### src/rtl/sps_defs.sv
// Shared definitions for the serial pattern source: state encodings,
// the default word width and a counter-width helper.
package sps_defs;

  // FSM state encodings.
  typedef enum logic [1:0] {
    SPS_IDLE  = 2'd0,
    SPS_SHIFT = 2'd1,
    SPS_GAP   = 2'd2
  } sps_state_e;

  // Default number of bits per serialized word.
  localparam int SPS_WIDTH_DEF = 16;

  // Width of a counter that must hold values 0..n-1. Never returns less
  // than one bit, so degenerate parameter choices still yield legal vectors.
  function automatic int sps_cnt_width(input int n);
    return (n <= 2) ? 1 : $clog2(n);
  endfunction

endpackage

### src/rtl/serial_pattern_source.sv
// Parallel-to-serial stimulus source. Accepts a WIDTH-bit word over a
// valid/ready handshake and shifts it out MSB first, one bit per clock,
// on dout. An optional run of GAP idle cycles follows every word.
//
// Build option: define SPS_PREFETCH_EN to add a one-entry hold register so
// the next word can be accepted while the current one is shifting; with
// GAP=0 this yields a continuous, bubble-free bit stream.
module serial_pattern_source
  import sps_defs::*;
#(
  parameter int WIDTH = SPS_WIDTH_DEF,
  parameter int GAP   = 0
) (
  input  logic             clk,
  input  logic             rst,
  input  logic [WIDTH-1:0] load_data,
  input  logic             load_valid,
  output logic             load_ready,
  output logic             dout,
  output logic             dout_valid,
  output logic             busy,
  output logic             done
);

  localparam int CNT_W = $clog2(WIDTH);
  localparam int GAP_W = sps_cnt_width(GAP + 1);

  localparam logic [CNT_W-1:0] BIT_LAST   = CNT_W'(WIDTH - 1);
  localparam logic [CNT_W-1:0] BIT_PRELST = CNT_W'(WIDTH - 2);
  localparam logic [GAP_W-1:0] GAP_LAST   = GAP_W'((GAP > 0) ? GAP - 1 : 0);

  sps_state_e       state_q;
  logic [WIDTH-1:0] shift_q;
  logic [CNT_W-1:0] bit_cnt_q;
  logic [GAP_W-1:0] gap_cnt_q;
  logic             dout_valid_q;
  logic             busy_q;
  logic             done_q;

  logic             load_fire;
  logic             last_bit;
  logic             gap_last;
  logic             word_end;
  logic             restart;
  logic [WIDTH-1:0] restart_word;

  // The bit on dout is always the MSB of the shift register; the register is
  // cleared whenever no word bit is being presented, so dout is 0 then.
  assign dout       = shift_q[WIDTH-1];
  assign dout_valid = dout_valid_q;
  assign busy       = busy_q;
  assign done       = done_q;

  assign load_fire = load_valid && load_ready;
  assign last_bit  = (bit_cnt_q == BIT_LAST);
  assign gap_last  = (gap_cnt_q == GAP_LAST);

  // A word "ends" at the edge where the stream could immediately restart:
  // after the LSB when there is no gap, or after the final gap cycle.
  assign word_end = ((state_q == SPS_SHIFT) && last_bit && (GAP == 0)) ||
                    ((state_q == SPS_GAP) && gap_last);

`ifdef SPS_PREFETCH_EN
  logic [WIDTH-1:0] hold_q;
  logic             hold_full_q;
  logic             hold_fill;
  logic             hold_drain;

  assign load_ready = (state_q == SPS_IDLE) || !hold_full_q;

  // At a word end a buffered word takes precedence; if the buffer is empty a
  // word being accepted in that very cycle is forwarded straight into the
  // shift register instead of taking a detour through the hold register.
  assign restart      = word_end && (hold_full_q || load_fire);
  assign restart_word = hold_full_q ? hold_q : load_data;
  assign hold_drain   = word_end && hold_full_q;
  assign hold_fill    = load_fire && (state_q != SPS_IDLE) &&
                        !(word_end && !hold_full_q);

  // Hold register: filled by accepts outside IDLE, drained at a word end.
  // A drain and a fill on the same edge leave it full with the new word.
  always_ff @(posedge clk) begin
    if (rst) begin
      hold_q      <= '0;
      hold_full_q <= 1'b0;
    end else begin
      if (hold_fill) begin
        hold_q <= load_data;
      end
      hold_full_q <= hold_fill || (hold_full_q && !hold_drain);
    end
  end
`else
  // Without prefetch a word is only ever accepted from IDLE.
  assign load_ready   = (state_q == SPS_IDLE);
  assign restart      = 1'b0;
  assign restart_word = load_data;
`endif

  // Main FSM: sequences IDLE -> SHIFT -> (GAP) and drives all registered
  // outputs for the cycle that follows each edge.
  always_ff @(posedge clk) begin
    // NOTE: sequential state uses non-blocking assignments only, so every
    // right-hand side below reads the value from before this edge.
    if (rst) begin
      state_q      <= SPS_IDLE;
      shift_q      <= '0;
      bit_cnt_q    <= '0;
      gap_cnt_q    <= '0;
      dout_valid_q <= 1'b0;
      busy_q       <= 1'b0;
      done_q       <= 1'b0;
    end else begin
      unique case (state_q)
        SPS_IDLE: begin
          if (load_fire) begin
            state_q      <= SPS_SHIFT;
            shift_q      <= load_data;
            bit_cnt_q    <= '0;
            dout_valid_q <= 1'b1;
            busy_q       <= 1'b1;
            done_q       <= 1'b0;
          end
        end

        SPS_SHIFT: begin
          if (!last_bit) begin
            // Present the next lower bit; flag done for the LSB cycle.
            shift_q   <= {shift_q[WIDTH-2:0], 1'b0};
            bit_cnt_q <= bit_cnt_q + CNT_W'(1);
            done_q    <= (bit_cnt_q == BIT_PRELST);
          end else if (GAP > 0) begin
            state_q      <= SPS_GAP;
            shift_q      <= '0;
            gap_cnt_q    <= '0;
            dout_valid_q <= 1'b0;
            done_q       <= 1'b0;
          end else if (restart) begin
            // Back-to-back word: its MSB follows the LSB with no bubble.
            shift_q   <= restart_word;
            bit_cnt_q <= '0;
            done_q    <= 1'b0;
          end else begin
            state_q      <= SPS_IDLE;
            shift_q      <= '0;
            bit_cnt_q    <= '0;
            dout_valid_q <= 1'b0;
            busy_q       <= 1'b0;
            done_q       <= 1'b0;
          end
        end

        SPS_GAP: begin
          if (!gap_last) begin
            gap_cnt_q <= gap_cnt_q + GAP_W'(1);
          end else if (restart) begin
            state_q      <= SPS_SHIFT;
            shift_q      <= restart_word;
            bit_cnt_q    <= '0;
            gap_cnt_q    <= '0;
            dout_valid_q <= 1'b1;
          end else begin
            state_q   <= SPS_IDLE;
            bit_cnt_q <= '0;
            gap_cnt_q <= '0;
            busy_q    <= 1'b0;
          end
        end

        default: begin
          state_q      <= SPS_IDLE;
          shift_q      <= '0;
          bit_cnt_q    <= '0;
          gap_cnt_q    <= '0;
          dout_valid_q <= 1'b0;
          busy_q       <= 1'b0;
          done_q       <= 1'b0;
        end
      endcase
    end
  end

endmodule

### config.mk
export PLATFORM = sky130hd
export DESIGN_NAME = serial_pattern_source
export DESIGN_NICKNAME = d
export VERILOG_FILES = /design/src/rtl/sps_defs.sv /design/src/rtl/serial_pattern_source.sv
export SDC_FILE = /design/constraint.sdc
export NUM_CORES = 1
export LEC_CHECK = 0
export BUFFER_PORTS_ARGS = -buffer_cell sky130_fd_sc_hd__clkbuf_2
export CORE_MARGIN = 2
export CORE_UTILIZATION = 50
export CTS_CLUSTER_DIAMETER = 120
export DETAILED_ROUTE_END_ITERATION = 10
export GPL_ROUTABILITY_DRIVEN = 0
export PLACE_DENSITY = 0.75
export SETUP_SLACK_MARGIN = 0.3
export SYNTH_ARGS = -nofsm -noshare
export SYNTH_HDL_FRONTEND = slang
export SYNTH_SLANG_ARGS = --single-unit
### constraint.sdc
create_clock -name clk -period 1.75 [get_ports clk]
set_input_delay 0.0875 -clock clk [delete_from_list [all_inputs] [get_ports clk]]
set_output_delay 0.0875 -clock clk [all_outputs]
set_load 0.03 [all_outputs]
Word level (Yosys, flattened, before mapping)
Cells that the tools add are included.
{ "totals": {"regBits": 26, "inputBits": 19, "output_inout_bits": 5, "word_cells": 45} }
{ "classes": {"add_sub_neg": 2, "n_eq_ne": 7, "muxes": 21, "bitwise": 1, "n_reduce_logical": 7} }
{ "ops": {"columns": ["operator", "count"], "rows": [
  ["16-bit one-hot mux with 3 select lines", 1],
  ["16-bit two-way mux", 2],
  ["4-bit two-way mux", 3],
  ["4-bit one-hot mux with 3 select lines", 1],
  ["1-bit one-hot mux with 3 select lines", 3],
  ["4-bit == test, second input constant", 2],
  ["1-bit two-way mux", 6],
  ["2-bit two-way mux", 3],
  ["2-bit one-hot mux with 3 select lines", 1],
  ["3-bit AND reduction", 2],
  ["4-bit by 1-bit adder with 4-bit output, second input constant", 1],
  ["2-bit != test, second input constant", 2],
  ["2-bit AND reduction", 2],
  ["2-bit by 1-bit == test with 1-bit output, second input constant", 1],
  ["2-bit == test, second input constant", 1],
  ["2-bit zero test", 1],
  ["2-bit by 1-bit != test with 1-bit output, second input constant", 1],
  ["1-bit one-hot mux with 2 select lines", 1],
  ["2-bit OR reduction", 1],
  ["1-bit adder, second input constant", 1],
  ["1-bit logical AND", 1],
  ["1-bit inverter", 1]
]} }

Depth between registers and ports, before layout
{ "depth": {"word_depth": 4, "depth_mapped": 5, "depth_no_buf": 5} }

Least setup slack after synthesis
OpenSTA, ideal clock, no wires.
{ "synth_timing": {"path_kind": "reg2reg", "startpoint": "register busy (netlist name)", "endpoint": "register bit_cnt_q[0]", "setup_ns": 0.087, "arrival_ns": 1.284, "required_time_ns": 1.663, "path_slack_ns": 0.379, "path_stages_with_launch": 6, "synth_period_minus_slack_ns": 1.371, "cell_sequence": "dfxtp_1 -> buf_6 -> or2_1 -> buf_6 -> or3_1 -> o31ai_1"} }
{ "synth_lines": {"columns": ["item", "line", "text"], "rows": [
  ["to (signal assigned)", "serial_pattern_source.sv:130", "bit_cnt_q <= bit_cnt_q + CNT_W'(1);"],
  ["to (decl)", "serial_pattern_source.sv:34", "logic [CNT_W-1:0] bit_cnt_q;"]
]} }

==> impl_metrics.ini <==
[sta]
min_period_ns = 1.36
skew_ns = 0.00186
setup_viol = 0
fin_ws_ns = 0.388
max_freq_mhz = 734
period_share_pct = 77.9
rsz0062_at_grt = false
finalMaxSlewViolations = 0
tightest_slew_ns = 0.374
finalSetupTns_ns = 0
max_slew_margin_pct = 75.0
hold_viol = 0

[finish]
insertedDiodeCount = 0
nets = 160
drive_gt1_share_pct = 24.1
multi_input_area_um2 = 554
syn2layout_area_growth_pct = 13.1
seq_area_um2 = 440
nFillCells = 184

[floorplan]
die_area_mm2 = 0.00250
die_w_um = 50.0
start_util_pct = 53.3
fp.dieH_um = 50.0
rows = 16
core-area_mm2 = 0.00198
io_pins = 24

[logic_synthesis]
synth.area.top_cells = dfxtp_1 (42%), mux2i_1 (7.6%), a2bb2oi_1 (6.6%)
syn_inst = 119
ys_types = 29
yosys_warnings = 0
netlist_area_mm2 = 0.00106
synth_top_area_share_pct = 41.7
postSynthAreaPerCell_um2 = 8.88
yosysTopAreaCell = dfxtp_1
synth-seq-cells = 22
synthArstFlopShare_pct = 0
ys.flop_type = dfxtp_1
syn_nets = 140
synth_edf_count = 0
synth_seq_area_share_pct = 41.7

[detailed_routing]
routedWlPerCell_um = 12.7
post-route-drc-count = 0
vias_per_cell = 5.45
routed.top_layer = met4
met1_length_um = 1050
dr_wl_met2_um = 930
wl_met3_um = 80
drt_iter0_drc = 10
via_count = 893
final_antenna_net_count = 0
first_pass_iters = 4
routed_wl_um = 2080

[grt]
antenna_found_initial = 0
grt_pass1_wl_um = 3710
grt_overflow = 0
grt_usage_pct = 18.8
grt_pass1_vias = 863
grt_max_degree = 20

[cts]
h-tree-depth = 1
cts_made_buffers = 3
cts_buffer_depth = 2
clockRootBuffer = clkbuf_4
cts.sinks = 22
cts_setup_buffers = 0
cts_tree = yes
worstSkewPairLatency_ns = 0.30
cts.clk_slew.worst_paths_ns = 0.11

[power]
p_leak_nw = 0.527
irDropWorstVdd_v = 0.000424
p_per_area_mw_per_mm2 = 795

[placement]
dpl.hpwl_um = 1450
post-place-ws_ns = 0.216
port_buffers = 23

[setup_path]
cp_data_required_time_ns = 1.66
end_kind = output port
cp_max_fo = 8
worstSetupStartpointType = register
crit_type = reg -> out
arrival_ns = 1.27

[outcome]
outcome = completed

[worst_hold_path]
hold_path.class = in -> reg

[flow_run]
cap_viol_max_count = 0
-- final timing paths --
check / from / end / slack (ns) / depth (start not counted)
setup / recovery: busy / load_ready / 0.39 / 3
hold / removal: load_data[0] / shift_q[0] / 0.02 / 3
setup reg to reg: bit_cnt_q[1] / shift_q[8] / 0.41 / 4
hold reg to reg: shift_q[2] / shift_q[3] / 0.47 / 1
-- where the power goes --
| group | total (mW) | internal (mW) | switching (mW) |
|---|---|---|---|
| Clock | 0.226 | 0.0804 | 0.146 |
| Sequential | 0.556 | 0.535 | 0.0215 |
| Combinational | 0.168 | 0.0729 | 0.0948 |
| Total | 0.950 | 0.688 | 0.262 |
-- cell usage after synthesis (3+ instances only) --
library cell and number:
dfxtp_1 22, nor2_1 12, nand2_1 11, nand2b_1 9, a2bb2oi_1 8, mux2i_1 8
nor3_1 8, o2bb2ai_1 7, buf_2 5, clkbuf_1 3
-- worst max-delay path, stage by stage, from the launching register on --
cell	delay (ns)
dfxtp_1	0.46
inv_2	0.15
buf_4	0.19
clkbuf_2	0.18
-- routing by layer --
| layer | vias to the layer above | global-route usage (%) |
|---|---|---|
| met5 | - | 0 |
| met4 | 0 | 5.56 |
| met3 | 3 | 3.64 |
| met2 | 20 | 31.1 |
| met1 | 416 | 24.6 |
| li1 | 454 | - |
-- timing repair --
action,4_1_cts,5_1_grt
hold buffers,0,0
gates resized for setup,1,3
endpoints found under the setup margin,7,16
-- state kept, by name, indices dropped and copies added (netlist names) --
register and cells:
done 1, shift_q 16, bit_cnt_q 4, busy 1
-- cell usage in the layout (no fill, tap or decap), types with 3 or more instances in the layout --
cell | netlist | layout
clkbuf_2 | 0 | 23
a2bb2oi_1 | 8 | 8
nor2_1 | 12 | 12
nor3_1 | 8 | 8
dfxtp_1 | 22 | 22
mux2i_1 | 8 | 8
buf_4 | 1 | 3
nand2b_1 | 9 | 9
o2bb2ai_1 | 7 | 7
nand2_1 | 11 | 11
clkbuf_4 | 0 | 3
-- final cells by class --
| type | instances | area share [%] |
|---|---|---|
| Timing Repair Buffer | 26 | 11.5 |
| Multi-Input combinational cell | 84 | 46.3 |
| Sequential cell | 22 | 36.8 |
| Clock buffer | 3 | 1.88 |
| Inverter | 2 | 0.628 |
| Tap cell | 27 | 2.82 |
-- cell families (layout without fill, tap and decap cells) --
| kind of cell | Yosys count | count (layout) | synth area share (%) |
|---|---|---|---|
| AOI/OAI and AO/OA | 22 | 22 | 16.8 |
| adders and majority gates | 2 | 2 | 2.37 |
| buffers and inverters | 13 | 31 | 6.98 |
| DFF | 22 | 22 | 41.7 |
| muxes | 8 | 8 | 7.57 |
| and+or+nand+nor | 52 | 52 | 24.6 |
-- per-stage QoR --
step                util [%]  cells  total power, mW  instance area [um2]  hold slack (ns)
CTS                     60.1    164            0.957                 1190           0.0213
global placement        58.6    161            0.728                 1160            0.328
global route            60.4    164             1.00                 1200           0.0375
finish                  60.4    164            0.950                 1200           0.0238
detailed placement      58.6    161            0.733                 1160            0.342
floorplan                  -    119            0.691                 1060            0.235
Power figures use the tool's default switching activity.
